<file path="config.mk">
export PLATFORM = sky130hd
export DESIGN_NAME = qspi_flash_ctrl
export DESIGN_NICKNAME = d
export VERILOG_FILES = /design/src/rtl/qspi_flash_ctrl.sv
export SDC_FILE = /design/constraint.sdc
export NUM_CORES = 1
export LEC_CHECK = 0
export ABC_AREA = 1
export CORE_MARGIN = 10
export CORE_UTILIZATION = 49
export DETAILED_ROUTE_END_ITERATION = 10
export PLACE_DENSITY = 0.95
export SLEW_MARGIN = 30
export SYNTH_ARGS = -nofsm -noshare
export SYNTH_HDL_FRONTEND = slang
export SYNTH_SLANG_ARGS = --single-unit
</file>
<file path="constraint.sdc">
create_clock -name clock -period 4.8 [get_ports clock]
set_clock_uncertainty 0.1 [all_clocks]
set_input_delay 0.96 -clock clock [delete_from_list [all_inputs] [get_ports clock]]
set_output_delay 0.96 -clock clock [all_outputs]
set_load 0.005 [all_outputs]
</file>
<file path="src/rtl/qspi_flash_ctrl.sv">
// qspi_flash_ctrl: turns each core read into a CMD/ADDR/DUMMY/DATA byte-op sequence for a qspi byte engine
package qspi_flash_pkg;
  typedef struct packed {
    logic        mem_valid;
    logic [31:0] mem_addr;
    logic [31:0] mem_wdata;
    logic [3:0]  mem_wstrb;
  } mem_in_type;
  typedef struct packed {
    logic [31:0] mem_rdata;
    logic        mem_ready;
  } mem_out_type;
endpackage

module qspi_flash_ctrl
  import qspi_flash_pkg::*;
#(
  parameter logic [7:0] CMD = 8'hEB,
  parameter int DUMMY_BYTES = 2,
  parameter int TIMEOUT = 1024
) (
  input  logic        clock,
  input  logic        reset,
  input  mem_in_type  mem_in,
  output mem_out_type mem_out,
  output logic        err,
  output mem_in_type  q_in,
  input  mem_out_type q_out
);
  localparam int TW = $clog2(TIMEOUT + 1);
  typedef enum logic [2:0] {IDLE, COMMAND, ADDR, DUMMY, DATA, DONE} state_t;
  state_t state, ns;
  logic wait_ph, nwait, abort, nabort, issue, wr, accept, wr_ack;
  logic [2:0] idx, nidx;
  logic [23:0] addr, naddr;
  logic [31:0] word, nword;
  logic [TW-1:0] cnt, ncnt;
  logic [7:0] obyte;
  assign accept = state == IDLE && mem_in.mem_valid && !mem_out.mem_ready;
  assign wr_ack = accept && mem_in.mem_wstrb != 4'h0;
  always_comb begin
    ns = state;
    nwait = wait_ph;
    nidx = idx;
    naddr = addr;
    nword = word;
    ncnt = cnt;
    nabort = abort;
    case (state)
      IDLE: if (accept && mem_in.mem_wstrb == 4'h0) begin
        ns = COMMAND;
        nwait = 1'b0;
        nidx = 3'd0;
        naddr = mem_in.mem_addr[23:0];
        nabort = 1'b0;
      end
      DONE: ns = IDLE;
      default: if (!wait_ph) begin
        nwait = 1'b1;
        ncnt = '0;
      end else if (q_out.mem_ready) begin
        nwait = 1'b0;
        nidx = idx + 3'd1;
        if (state == DATA) nword[{idx[1:0], 3'b000} +: 8] = q_out.mem_rdata[7:0];
        if (state == COMMAND) begin
          ns = ADDR;
          nidx = 3'd0;
        end else if (state == ADDR && idx == 3'd2) begin
          ns = DUMMY_BYTES == 0 ? DATA : DUMMY;
          nidx = 3'd0;
        end else if (state == DUMMY && idx == 3'(DUMMY_BYTES - 1)) begin
          ns = DATA;
          nidx = 3'd0;
        end else if (state == DATA && idx == 3'd3) ns = DONE;
      end else if (cnt == TW'(TIMEOUT - 1)) begin
        ns = DONE;
        nabort = 1'b1;
      end else ncnt = cnt + 1'b1;
    endcase
  end
  // outputs are registered from next-state so ISSUE is visible in the cycle the op starts
  assign issue = ns != IDLE && ns != DONE && !nwait;
  assign wr = ns == COMMAND || ns == ADDR;
  assign obyte = ns == COMMAND ? CMD : nidx == 3'd0 ? naddr[23:16] : nidx == 3'd1 ? naddr[15:8] : naddr[7:0];
  always_ff @(posedge clock or negedge reset) begin
    if (!reset) begin
      state <= IDLE;
      wait_ph <= 1'b0;
      idx <= 3'd0;
      addr <= '0;
      word <= '0;
      cnt <= '0;
      abort <= 1'b0;
      mem_out <= '0;
      err <= 1'b0;
      q_in <= '0;
    end else begin
      state <= ns;
      wait_ph <= nwait;
      idx <= nidx;
      addr <= naddr;
      word <= nword;
      cnt <= ncnt;
      abort <= nabort;
      q_in.mem_valid <= issue;
      q_in.mem_addr <= '0;
      q_in.mem_wstrb <= issue && wr ? 4'hF : 4'h0;
      q_in.mem_wdata <= issue && wr ? {24'h0, obyte} : 32'h0;
      mem_out.mem_ready <= ns == DONE || wr_ack;
      if (ns == DONE) mem_out.mem_rdata <= nabort ? 32'h0 : nword;
      err <= ns == DONE && nabort;
    end
  end
endmodule
</file>
==> results of run 1 <==
==> placed cells by master (no fill, tap or decap), drive strengths merged <==
cell	count
conb	56
o21ai	69
o22ai	2
nand4	15
ha	8
a21oi	14
o211ai	1
a31oi	1
nand3	49
o31ai	10
inv	55
xnor2	2
xor2	2
mux2	5
nand3b	1
o21a	4
nor4	1
clkbuf	17
nor3	8
a211oi	1
nand2	194
clkdlybuf4s50	85
clkinv	6
clkinvlp	5
bufinv	4
and2	1
or2	10
nor2	40
buf	3
dfrtp	119
==> cell type report <==
| cell class | instances | area, um^2 | share of cell area |
|---|---|---|---|
| flip-flops and latches | 119 | 2980 | 0.408 |
| repair buffers | 88 | 877 | 0.120 |
| inverters | 55 | 206 | 0.0283 |
| clock inverters | 15 | 203 | 0.0278 |
| multi-input cells | 494 | 2420 | 0.332 |
| clock buffers | 17 | 425 | 0.0583 |
| well taps | 147 | 184 | 0.0252 |
==> how the worst max path moves through the flow <==
stage / slack, ns / depth (start not counted) / start / to
2_1_floorplan: 2.23 / 9 / idx[0] / mem_out[6]
3_3_place_gp: 1.10 / 9 / mem_in[3] / mem_out[12]
3_5_place_dp: 1.07 / 9 / mem_in[3] / mem_out[16]
4_1_cts: 1.45 / 13 / idx[0] / q_in[8]
5_1_grt: 0.99 / 13 / idx[0] / q_in[8]
6_report: 1.37 / 13 / idx[0] / q_in[6]
==> flip-flops by register name (all words and copies together), names as in the netlist <==
register and count:
cnt 11, abort 1, mem_out 33, addr 24
state 3, err 1, q_in 10, wait_ph 1
word 32, idx 3
==> power by group through the flow <==
stage	sequential [mW]	clock [mW]	combinational, mW
floorplan	1.11	0	0.250
global placement	1.12	0	0.293
detailed placement	1.13	0	0.304
CTS	1.11	1.36	0.315
global route	1.12	1.40	0.363
finish	1.11	1.34	0.319
==> tightest hold or removal path, delay by kind of cell, from the launching register on <==
| family | cells | cell delay (ns) |
|---|---|---|
| flip-flops | 1 | 0.32 |
| AND/OR/NAND/NOR | 2 | 0.13 |
==> cells by family (layout without fill, tap and decap cells) <==
kind of cell / count (synthesis) / in the layout / synth area share
and+or+nand+nor: 319 / 319 / 0.243
buffers and inverters: 139 / 175 / 0.134
DFF: 119 / 119 / 0.496
AOI/OAI and AO/OA: 102 / 102 / 0.0940
adders and majority gates: 8 / 8 / 0.0167
muxes: 5 / 5 / 0.00938
xor gates and xnor gates: 4 / 4 / 0.00584
other: 1 / 56 / 0.000625
==> layer usage <==
metal,vias to the layer above,track usage,part of all wire
met3,18,0.0504,0.070
met2,176,0.286,0.52
li1,2304,-,-
met4,0,0.0497,0.013
met5,-,0,0
met1,2314,0.203,0.39
==> impl_metrics.sql, run 1 <==
INSERT INTO impl_metrics (metric_group, metric, value, unit) VALUES
('status', 'status', 'completed', ''),
('cells_and_area', 'postLayoutCellArea', '7300', 'um^2'),
('sta', 'rsz0062_at_grt', 'no', ''),
('critical_path', 'worstSetupEndpointType', 'register', ''),
('routing', 'dr_total_vias', '4812', ''),
('synth', 'synth.avg_cell_area', '8.61', 'um^2'),
('cells_and_area', 'num-nets-final', '887', ''),
('hold_path', 'timing.hold.worst_endpoint', 'addr[2]', ''),
('synth', 'synthMostInstantiatedCell', 'sky130_fd_sc_hd__nand2_1', ''),
('clock_network', 'cts_hold_repair.buffers', '0', ''),
('sta', 'timing_worst_slew_pin_value', '0.779', 'ns'),
('die', 'top_level_ports', '207', ''),
('synth', 'edff_count_synth', '0', ''),
('power', 'pwr-share-clk', '0.485', ''),
('critical_path', 'reg2reg_from', 'idx[0]', ''),
('critical_path', 'critPathArrivalTime', '3.63', 'ns'),
('critical_path', 'worstReg2RegEnd', 'q_in[6]', ''),
('global_routing', 'globalRouteOverflowTotal', '0', ''),
('critical_path', 'crit_path_max_fanout', '19', ''),
('synth', 'netlist_area', '6000', 'um^2'),
('sta', 'fin_crit_share', '0.715', ''),
('synth', 'yosysUniqueCellTypes', '41', ''),
('clock_network', 'cts_made_buffers', '17', ''),
('placed_design', 'pre_cts_ws', '1.07', 'ns'),
('hold_path', 'timing.hold.worst_path_depth', '2', ''),
('critical_path', 'critPathTopFamily', 'buffers and inverters', ''),
('placed_design', 'placement.cell_area', '6670', 'um^2'),
('critical_path', 'rrSetupSlack', '1.37', 'ns'),
('synth', 'netlist.area_leader.share', '0.496', ''),
('sta', 'final_count_of_pins_violating_max_slew', '0', ''),
('critical_path', 'crit_path_top_delay_cell', 'sky130_fd_sc_hd__ha_1', ''),
('power', 'ir_worst_vdd', '0.000280', 'V'),
('clock_network', 'cts.sink_count', '119', ''),
('routing', 'wirelength', '14600', 'um'),
('clock_network', 'tritoncts', 'yes', ''),
('placed_design', 'placedCellCount', '903', ''),
('global_routing', 'groute.usage.overall', '0.169', ''),
('power', 'power_frac_comb', '0.115', ''),
('cells_and_area', 'antenna_cells', '0', ''),
('die', 'core', '12000', 'um^2'),
('routing', 'drt.antenna.violating_nets', '0', ''),
('synth', 'yosysWarningCount', '0', ''),
('placed_design', 'gp_routability_congestion', '0.906', ''),
('synth', 'ys_async_sr_fraction', '1.00', ''),
('global_routing', 'grt_pass1_vias', '4792', ''),
('synth', 'synth-seq-cells', '119', ''),
('hold_path', 'worst_hold_path_type', 'reg -> reg', ''),
('sta', 'tns', '0', 'ns'),
('sta', 'timing.fmax', '292', 'MHz'),
('placed_design', 'dp.final_hpwl', '10200', 'um'),
('clock_network', 'maximum_clock_insertion_buffer_count', '2', ''),
('die', 'initial_utilization', '0.500', ''),
('power', 'total_power', '2.77', 'mW'),
('global_routing', 'grt_pass1_wl', '23300', 'um'),
('clock_network', 'clkSlewWorstSetupHoldPaths', '0.06', 'ns'),
('clock_network', 'cts.repair.resized', '0', ''),
('power', 'share_seq_of_total_power', '0.400', ''),
('critical_path', 'timing.critical_path.buf_inv', '4', ''),
('synth', 'ys_seq_area_frac', '0.496', ''),
('die', 'full_die_area', '17100', 'um^2'),
('cells_and_area', 'n_fill_cell', '958', ''),
('routing', 'initialDrtViolationCount', '531', ''),
('critical_path', 'timing.critical_path.cells', 'clkinv_1 > ha_1 > inv_1 > a21oi_1 > nand3_1 > nand2_4 > inv_2 > nand2_1 > nor2_1 > nand2_1 > nand3_1 > nand2_1 > inv_1', ''),
('sta', 'report.final.hold_viol_count', '0', ''),
('power', 'switching_power', '0.723', 'mW'),
('synth', 'synth_cells', '697', ''),
('critical_path', 'critPathRequiredTime', '5.00', 'ns'),
('critical_path', 'reg2regPathDepth', '13', ''),
('clock_network', 'cts_setup_buffers', '0', ''),
('cells_and_area', 'drive_above_1_share', '0.100', ''),
('power', 'power.share.switching', '0.261', '');
No activity file was read; power rests on OpenSTA's default activity.
==> run 2: changes to the inputs <==
Settings changed: CORE_UTILIZATION 49 to 46, PLACE_DENSITY 0.95 to 0.92.
Clock period 4.8 ns to 3.3 ns, I/O delays scaled along.
==> run 2 against run 1 <==
Net effect:
- non-clock buffer count is 8 higher
- die area is 5.5% higher
- count of clock-buffer cells in the layout is 5 higher
- first-iteration DRC count is 22% lower
- critical path depth stayed put
- largest cell class unchanged
- sequential power is 45% higher
- final area is 0.70% higher
- combinational power is 50% higher
- clock power is 31% higher
- maximum frequency is 30% higher
- routed wire length is 2.7% lower
- flip-flop and latch count stayed put
==> impl_metrics.sql, run 2 (synthesized netlist as in run 1, its figures left out) <==
INSERT INTO impl_metrics (metric_group, metric, value, unit) VALUES
('global_routing', 'number_of_antenna_violations_at_the_first_check_in_global_routing', '0', ''),
('run', 'drv_cap', '0', ''),
('sta', 'tns', '0', 'ns'),
('critical_path', 'crit_path_top_delay_cell', 'sky130_fd_sc_hd__ha_1', ''),
('critical_path', 'timing_worst_setup_path_type', 'reg -> reg', ''),
('clock_network', 'cts_made_buffers', '17', ''),
('clock_network', 'maximum_clock_insertion_buffer_count', '2', ''),
('critical_path', 'reg2regPathDepth', '13', ''),
('global_routing', 'globalRouteOverflowTotal', '0', ''),
('routing', 'drt-wirelength-per-cell', '14.7', 'um'),
('routing', 'avgViaCountPerCell', '4.91', ''),
('cells_and_area', 'antenna_cells', '0', ''),
('placed_design', 'dp.final_hpwl', '10300', 'um'),
('power', 'ir_worst_vdd', '0.000402', 'V'),
('sta', 'fin_crit_share', '0.798', ''),
('hold_path', 'worst_hold_path_type', 'in -> async', ''),
('sta', 'final-setup-viol-count', '0', ''),
('clock_network', 'cts.sink_count', '119', ''),
('cells_and_area', 'postLayoutCellArea', '7350', 'um^2'),
('routing', 'drt.antenna.violating_nets', '0', ''),
('sta', 'report.final.hold_viol_count', '0', ''),
('placed_design', 'placement.cell_area', '6780', 'um^2'),
('critical_path', 'worstReg2RegEnd', 'q_in[6]', ''),
('routing', 'dr_total_vias', '4753', ''),
('clock_network', 'clock_tree.htree_level_count', '4', ''),
('cells_and_area', 'top_register', 'mem_out', ''),
('status', 'status', 'completed', ''),
('clock_network', 'clkSlewWorstSetupHoldPaths', '0.05', 'ns'),
('placed_design', 'portBuffers', '86', ''),
('sta', 'worst_slew_margin_rel', '0.494', ''),
('clock_network', 'cts-root-buf', 'sky130_fd_sc_hd__clkbuf_16', ''),
('die', 'die-width', '134', 'um'),
('clock_network', 'clk_latency', '0.41', 'ns'),
('cells_and_area', 'drive_above_1_share', '0.106', ''),
('critical_path', 'critPathRequiredTime', '3.50', 'ns'),
('routing', 'top_layer_used', 'met4', ''),
('die', 'core', '12700', 'um^2'),
('cells_and_area', 'largest_register_ffs', '33', ''),
('die', 'top_level_ports', '207', ''),
('cells_and_area', 'layout_top_registers', 'mem_out (33), word (32), addr (24)', ''),
('global_routing', 'grt_pass1_wl', '23400', 'um'),
('cells_and_area', 'num-nets-final', '895', ''),
('critical_path', 'crit_path_largest_cell_delay', '0.62', 'ns'),
('global_routing', 'grt_pass1_vias', '4815', ''),
('power', 'total_leakage_power', '3.50', 'nW'),
('clock_network', 'cts.repair.resized', '0', ''),
('critical_path', 'crit_path_max_fanout', '11', ''),
('sta', 'setup_ws', '0.667', 'ns'),
('cells_and_area', 'final_cell_mix', 'sky130_fd_sc_hd__nand2_1 (185), sky130_fd_sc_hd__dfrtp_1 (119), sky130_fd_sc_hd__clkdlybuf4s50_1 (85)', ''),
('power', 'power.density_cell_area', '523', 'nW/um^2'),
('routing', 'drt_drc_violations_left', '0', ''),
('routing', 'wirelength', '14200', 'um'),
('sta', 'timing.fmax', '380', 'MHz'),
('clock_network', 'cts_hold_repair.buffers', '0', ''),
('sta', 'timing_worst_slew_pin_value', '0.759', 'ns'),
('clock_network', 'tritoncts', 'yes', ''),
('sta', 'hold_slack', '0.232', 'ns'),
('sta', 'final_min_period', '2.63', 'ns'),
('routing', 'initialDrtViolationCount', '413', ''),
('routing', 'met3WireLength', '1110', 'um'),
('die', 'placement_rows', '41', ''),
('critical_path', 'timing.critical_path.buf_inv', '4', ''),
('die', 'initial_utilization', '0.472', ''),
('placed_design', 'pre_cts_ws', '0.444', 'ns'),
('critical_path', 'setup.worst_path.start_class', 'register', ''),
('sta', 'final_count_of_pins_violating_max_slew', '0', ''),
('clock_network', 'cts_setup_buffers', '0', ''),
('routing', 'route.met2.wl', '7050', 'um'),
('power', 'total_power', '3.84', 'mW'),
('sta', 'rsz0062_at_grt', 'no', ''),
('critical_path', 'timing.critical_path.cells', 'clkinv_1 > ha_1 > inv_1 > a21oi_1 > nand3_1 > nand2_4 > inv_2 > nand2_1 > nor2_1 > nand2_1 > nand3_1 > nand2_1 > inv_1', ''),
('die', 'chip_height', '134', 'um'),
('critical_path', 'reg2reg_from', 'idx[0]', ''),
('critical_path', 'critPathArrivalTime', '2.83', 'ns'),
('routing', 'drt-met1-wl', '5750', 'um'),
('critical_path', 'critPathTopFamily', 'simple AND/OR/NAND/NOR gates', ''),
('cells_and_area', 'layout.cells.most_common', 'sky130_fd_sc_hd__nand2_1', ''),
('critical_path', 'rrSetupSlack', '0.67', 'ns'),
('global_routing', 'grt_start_max_net_pins', '68', ''),
('critical_path', 'worstSetupEndpointType', 'register', ''),
('cells_and_area', 'synthToLayoutAreaGrowth', '22.4', '%'),
('die', 'full_die_area', '18000', 'um^2'),
('global_routing', 'groute.usage.overall', '0.157', ''),
('placed_design', 'gp_routability_congestion', '0.900', ''),
('critical_path', 'critical_path.most_common_cell', 'sky130_fd_sc_hd__nand2_1', ''),
('routing', 'detail_route.first_pass.iterations', '5', '');
-- run 2: cell types whose count changed in the layout (fill, tap and decap cells not counted), sizes merged --
cell	delta
buf	+8
clkbuf	+5
clkinvlp	-4
clkinv	+3
bufinv	-2
inv	-2
-- run 2: per-stage QoR --
step           std cells   util
2_1_floorplan        752      -
3_3_place_gp         936  0.533
3_5_place_dp         936  0.533
4_1_cts              968  0.577
5_1_grt              968  0.577
6_report             968  0.577
-- run 2: cell type report --
class	count	area (um^2)
Multi-Input combinational cell	494	2420
Inverter	55	206
Sequential cell	119	2980
Timing Repair Buffer	96	958
Fill cell	1155	5380
Tap cell	172	215
Clock buffer	22	464
Clock inverter	10	103
-- run 2: metal layers --
metal / track usage / vias to the layer above
li1: - / 2334
met1: 0.185 / 2202
met2: 0.258 / 189
met3: 0.0545 / 28
met4: 0.0629 / 0
met5: 0 / -
-- run 2: power breakdown --
group,switching [mW],internal (mW),total (mW)
Clock,0.622,1.14,1.76
Sequential,0.0466,1.56,1.61
Combinational,0.305,0.172,0.477
Total,0.974,2.87,3.84
-- run 2: worst register-to-register path, delay by kind of cell, from the launching register on --
kind                       cells  cell delay, ns
AOI/OAI and AO/OA              1            0.17
adders and majority gates      1            0.62
buffers and inverters          4            0.59
and+or+nand+nor                7            0.69
DFF                            1            0.35
-- run 2: worst max-delay path by stage --
| stage | startpoint | to | slack, ns | depth (start not counted) |
|---|---|---|---|---|
| floorplan | idx[0] | mem_out[6] | 0.73 | 9 |
| global placement | mem_in[3] | mem_out[16] | 0.50 | 9 |
| detailed placement | mem_in[3] | mem_out[14] | 0.44 | 9 |
| CTS | idx[0] | q_in[6] | 0.67 | 13 |
| global route | idx[0] | q_in[6] | 0.43 | 13 |
| finish | idx[0] | q_in[6] | 0.67 | 13 |
==> run 3: changes to the inputs <==
Settings changed: CORE_UTILIZATION 46 to 41, PLACE_DENSITY 0.92 to 0.87.
Clock period 3.3 ns to 2.3 ns, I/O delays scaled along.
==> run 3 against run 2 <==
Net effect:
- worst setup slack got worse by 0.63 ns
- worst hold slack improved by 0.15 ns
- combinational power increased by 71%
- power increased by 50%
- sequential power increased by 43%
- via count increased by 7.3%
- critical endpoint is now mem_out[6]
==> impl_metrics.sql, run 3 (synthesized netlist as in run 1, its figures left out) <==
INSERT INTO impl_metrics (metric_group, metric, value, unit) VALUES
('clock_network', 'clkSlewWorstSetupHoldPaths', '0.06', 'ns'),
('routing', 'drt_drc_violations_left', '0', ''),
('sta', 'rsz0062_at_grt', 'yes', ''),
('cells_and_area', 'fin_util', '0.558', ''),
('clock_network', 'clk_latency', '0.42', 'ns'),
('sta', 'timing_worst_slew_pin_value', '0.570', 'ns'),
('clock_network', 'cts-root-buf', 'sky130_fd_sc_hd__clkbuf_16', ''),
('die', 'full_die_area', '19900', 'um^2'),
('sta', 'final-setup-viol-count', '0', ''),
('global_routing', 'globalRouteOverflowTotal', '0', ''),
('routing', 'drt.antenna.violating_nets', '0', ''),
('routing', 'route.met2.wl', '8370', 'um'),
('cells_and_area', 'n_fill_cell', '1237', ''),
('die', 'initial_utilization', '0.416', ''),
('critical_path', 'setup.worst_path.start_class', 'register', ''),
('clock_network', 'cts_made_buffers', '17', ''),
('sta', 'timing.fmax', '442', 'MHz'),
('placed_design', 'portBuffers', '86', ''),
('routing', 'dr_total_vias', '5099', ''),
('global_routing', 'grt_start_max_net_pins', '53', ''),
('die', 'top_level_ports', '207', ''),
('cells_and_area', 'final_cell_mix', 'sky130_fd_sc_hd__nand2_1 (180), sky130_fd_sc_hd__dfrtp_1 (113), sky130_fd_sc_hd__clkdlybuf4s50_1 (85)', ''),
('sta', 'final_min_period', '2.26', 'ns'),
('global_routing', 'grt_pass1_vias', '5116', ''),
('power', 'total_leakage_power', '3.79', 'nW'),
('critical_path', 'critPathArrivalTime', '2.46', 'ns'),
('cells_and_area', 'antenna_cells', '0', ''),
('global_routing', 'grt_pass1_wl', '25000', 'um'),
('sta', 'final_count_of_pins_violating_max_slew', '0', ''),
('clock_network', 'cts.sink_count', '119', ''),
('routing', 'initialDrtViolationCount', '501', ''),
('cells_and_area', 'num-nets-final', '943', ''),
('cells_and_area', 'postLayoutCellArea', '8060', 'um^2'),
('sta', 'fin_crit_share', '0.984', ''),
('die', 'placement_rows', '44', ''),
('power', 'power.density_cell_area', '715', 'nW/um^2'),
('cells_and_area', 'synthToLayoutAreaGrowth', '34.2', '%'),
('status', 'status', 'completed', ''),
('clock_network', 'tritoncts', 'yes', ''),
('clock_network', 'clock_tree.htree_level_count', '4', ''),
('cells_and_area', 'top_register', 'mem_out', ''),
('critical_path', 'crit_path_max_fanout', '6', ''),
('die', 'core', '14400', 'um^2'),
('critical_path', 'timing_worst_setup_path_type', 'reg -> reg', ''),
('placed_design', 'gp_routability_congestion', '0.886', ''),
('die', 'chip_height', '141', 'um'),
('sta', 'report.final.hold_viol_count', '0', ''),
('routing', 'met3WireLength', '1240', 'um'),
('cells_and_area', 'drive_above_1_share', '0.188', ''),
('cells_and_area', 'multi_input_area', '2530', 'um^2'),
('placed_design', 'dp.final_hpwl', '11000', 'um'),
('clock_network', 'maximum_clock_insertion_buffer_count', '2', ''),
('critical_path', 'critPathRequiredTime', '2.49', 'ns'),
('placed_design', 'placement.cell_area', '7120', 'um^2'),
('cells_and_area', 'largest_register_ffs', '33', ''),
('routing', 'detail_route.first_pass.iterations', '5', ''),
('cells_and_area', 'ff_latch_area', '2990', 'um^2'),
('cells_and_area', 'layout.cells.most_common', 'sky130_fd_sc_hd__nand2_1', ''),
('cells_and_area', 'layout_top_registers', 'mem_out (33), word (32), addr (24)', ''),
('run', 'drv_cap', '0', ''),
('routing', 'drt-met1-wl', '6500', 'um'),
('hold_path', 'min-delay-start', 'addr[10]', ''),
('critical_path', 'worstSetupEndpointType', 'register', ''),
('die', 'die-width', '141', 'um'),
('routing', 'top_layer_used', 'met4', ''),
('global_routing', 'number_of_antenna_violations_at_the_first_check_in_global_routing', '0', ''),
('routing', 'drt-wirelength-per-cell', '16.0', 'um'),
('critical_path', 'crit_start', 'idx[1]', ''),
('hold_path', 'worst_hold_path_type', 'reg -> reg', ''),
('sta', 'worst_slew_margin_rel', '0.620', ''),
('routing', 'avgViaCountPerCell', '4.96', ''),
('routing', 'wirelength', '16400', 'um'),
('critical_path', 'reg2reg_from', 'idx[1]', ''),
('power', 'ir_worst_vdd', '0.000509', 'V'),
('global_routing', 'groute.usage.overall', '0.153', '');
run 3: where the power goes:
part           internal [mW]  total [mW]  switching, mW
sequential              2.24        2.30         0.0678
clock                   1.68        2.64          0.962
combinational          0.340       0.818          0.478
run 3: cell type report:
| type | instances | share of cell area |
|---|---|---|
| clock inverter | 11 | 0.0154 |
| sequential | 119 | 0.371 |
| tap | 184 | 0.0286 |
| multi-input combinational | 495 | 0.314 |
| clock buffer | 21 | 0.0584 |
| inverter | 55 | 0.0273 |
| timing repair buffer | 143 | 0.186 |
run 3: worst max-delay path, cell delays in order, from the launching register on:
cell and delay [ns]:
sky130_fd_sc_hd__dfrtp_2 0.44, sky130_fd_sc_hd__inv_2 0.10, sky130_fd_sc_hd__ha_1 0.16, sky130_fd_sc_hd__inv_2 0.06, sky130_fd_sc_hd__nor2_4 0.11, sky130_fd_sc_hd__a21oi_1 0.10, sky130_fd_sc_hd__o21ai_1 0.19, sky130_fd_sc_hd__nand2_2 0.12
sky130_fd_sc_hd__clkinvlp_4 0.15, sky130_fd_sc_hd__nand3_4 0.22, sky130_fd_sc_hd__clkbuf_16 0.24, sky130_fd_sc_hd__nand2_1 0.06, sky130_fd_sc_hd__o21ai_0 0.08
run 3: metrics by stage:
step                hold WS [ns]  setup slack, ns  power [mW]  setup TNS (ns)  std cells
finish                     0.385           0.0372        5.76               0       1028
global placement           0.361           -0.118        3.09           -1.83        982
CTS                        0.383          0.00102        5.77               0       1015
floorplan                 0.0644           0.0320        2.84               0        752
detailed placement         0.365           -0.168        3.12           -4.53        982
global route               0.397          -0.0941        6.01           -1.05       1028
run 3: repair_timing:
action,in CTS,in global routing
resized for setup,2,46
hold buffers,1,0
endpoints found under the setup margin,2,41
pin swaps,0,5
gates cloned,0,8
setup buffers,0,5
endpoints found under the hold margin,40,0
run 3: per-layer routing:
metal,track usage,vias up
met5,0,-
met4,0.0495,0
met3,0.0524,38
met2,0.264,214
met1,0.174,2421
li1,-,2426
run 3: path summary, 6_finish.rpt:
path	end	slack, ns	depth (start not counted)
min in group asynchronous	word[26]	0.48	2
worst max register to register	mem_out[6]	0.04	12
worst max-delay path	mem_out[6]	0.04	12
max in group asynchronous	idx[0]	0.92	3
worst min-delay path	addr[10]	0.38	2
worst min register to register	addr[10]	0.38	2
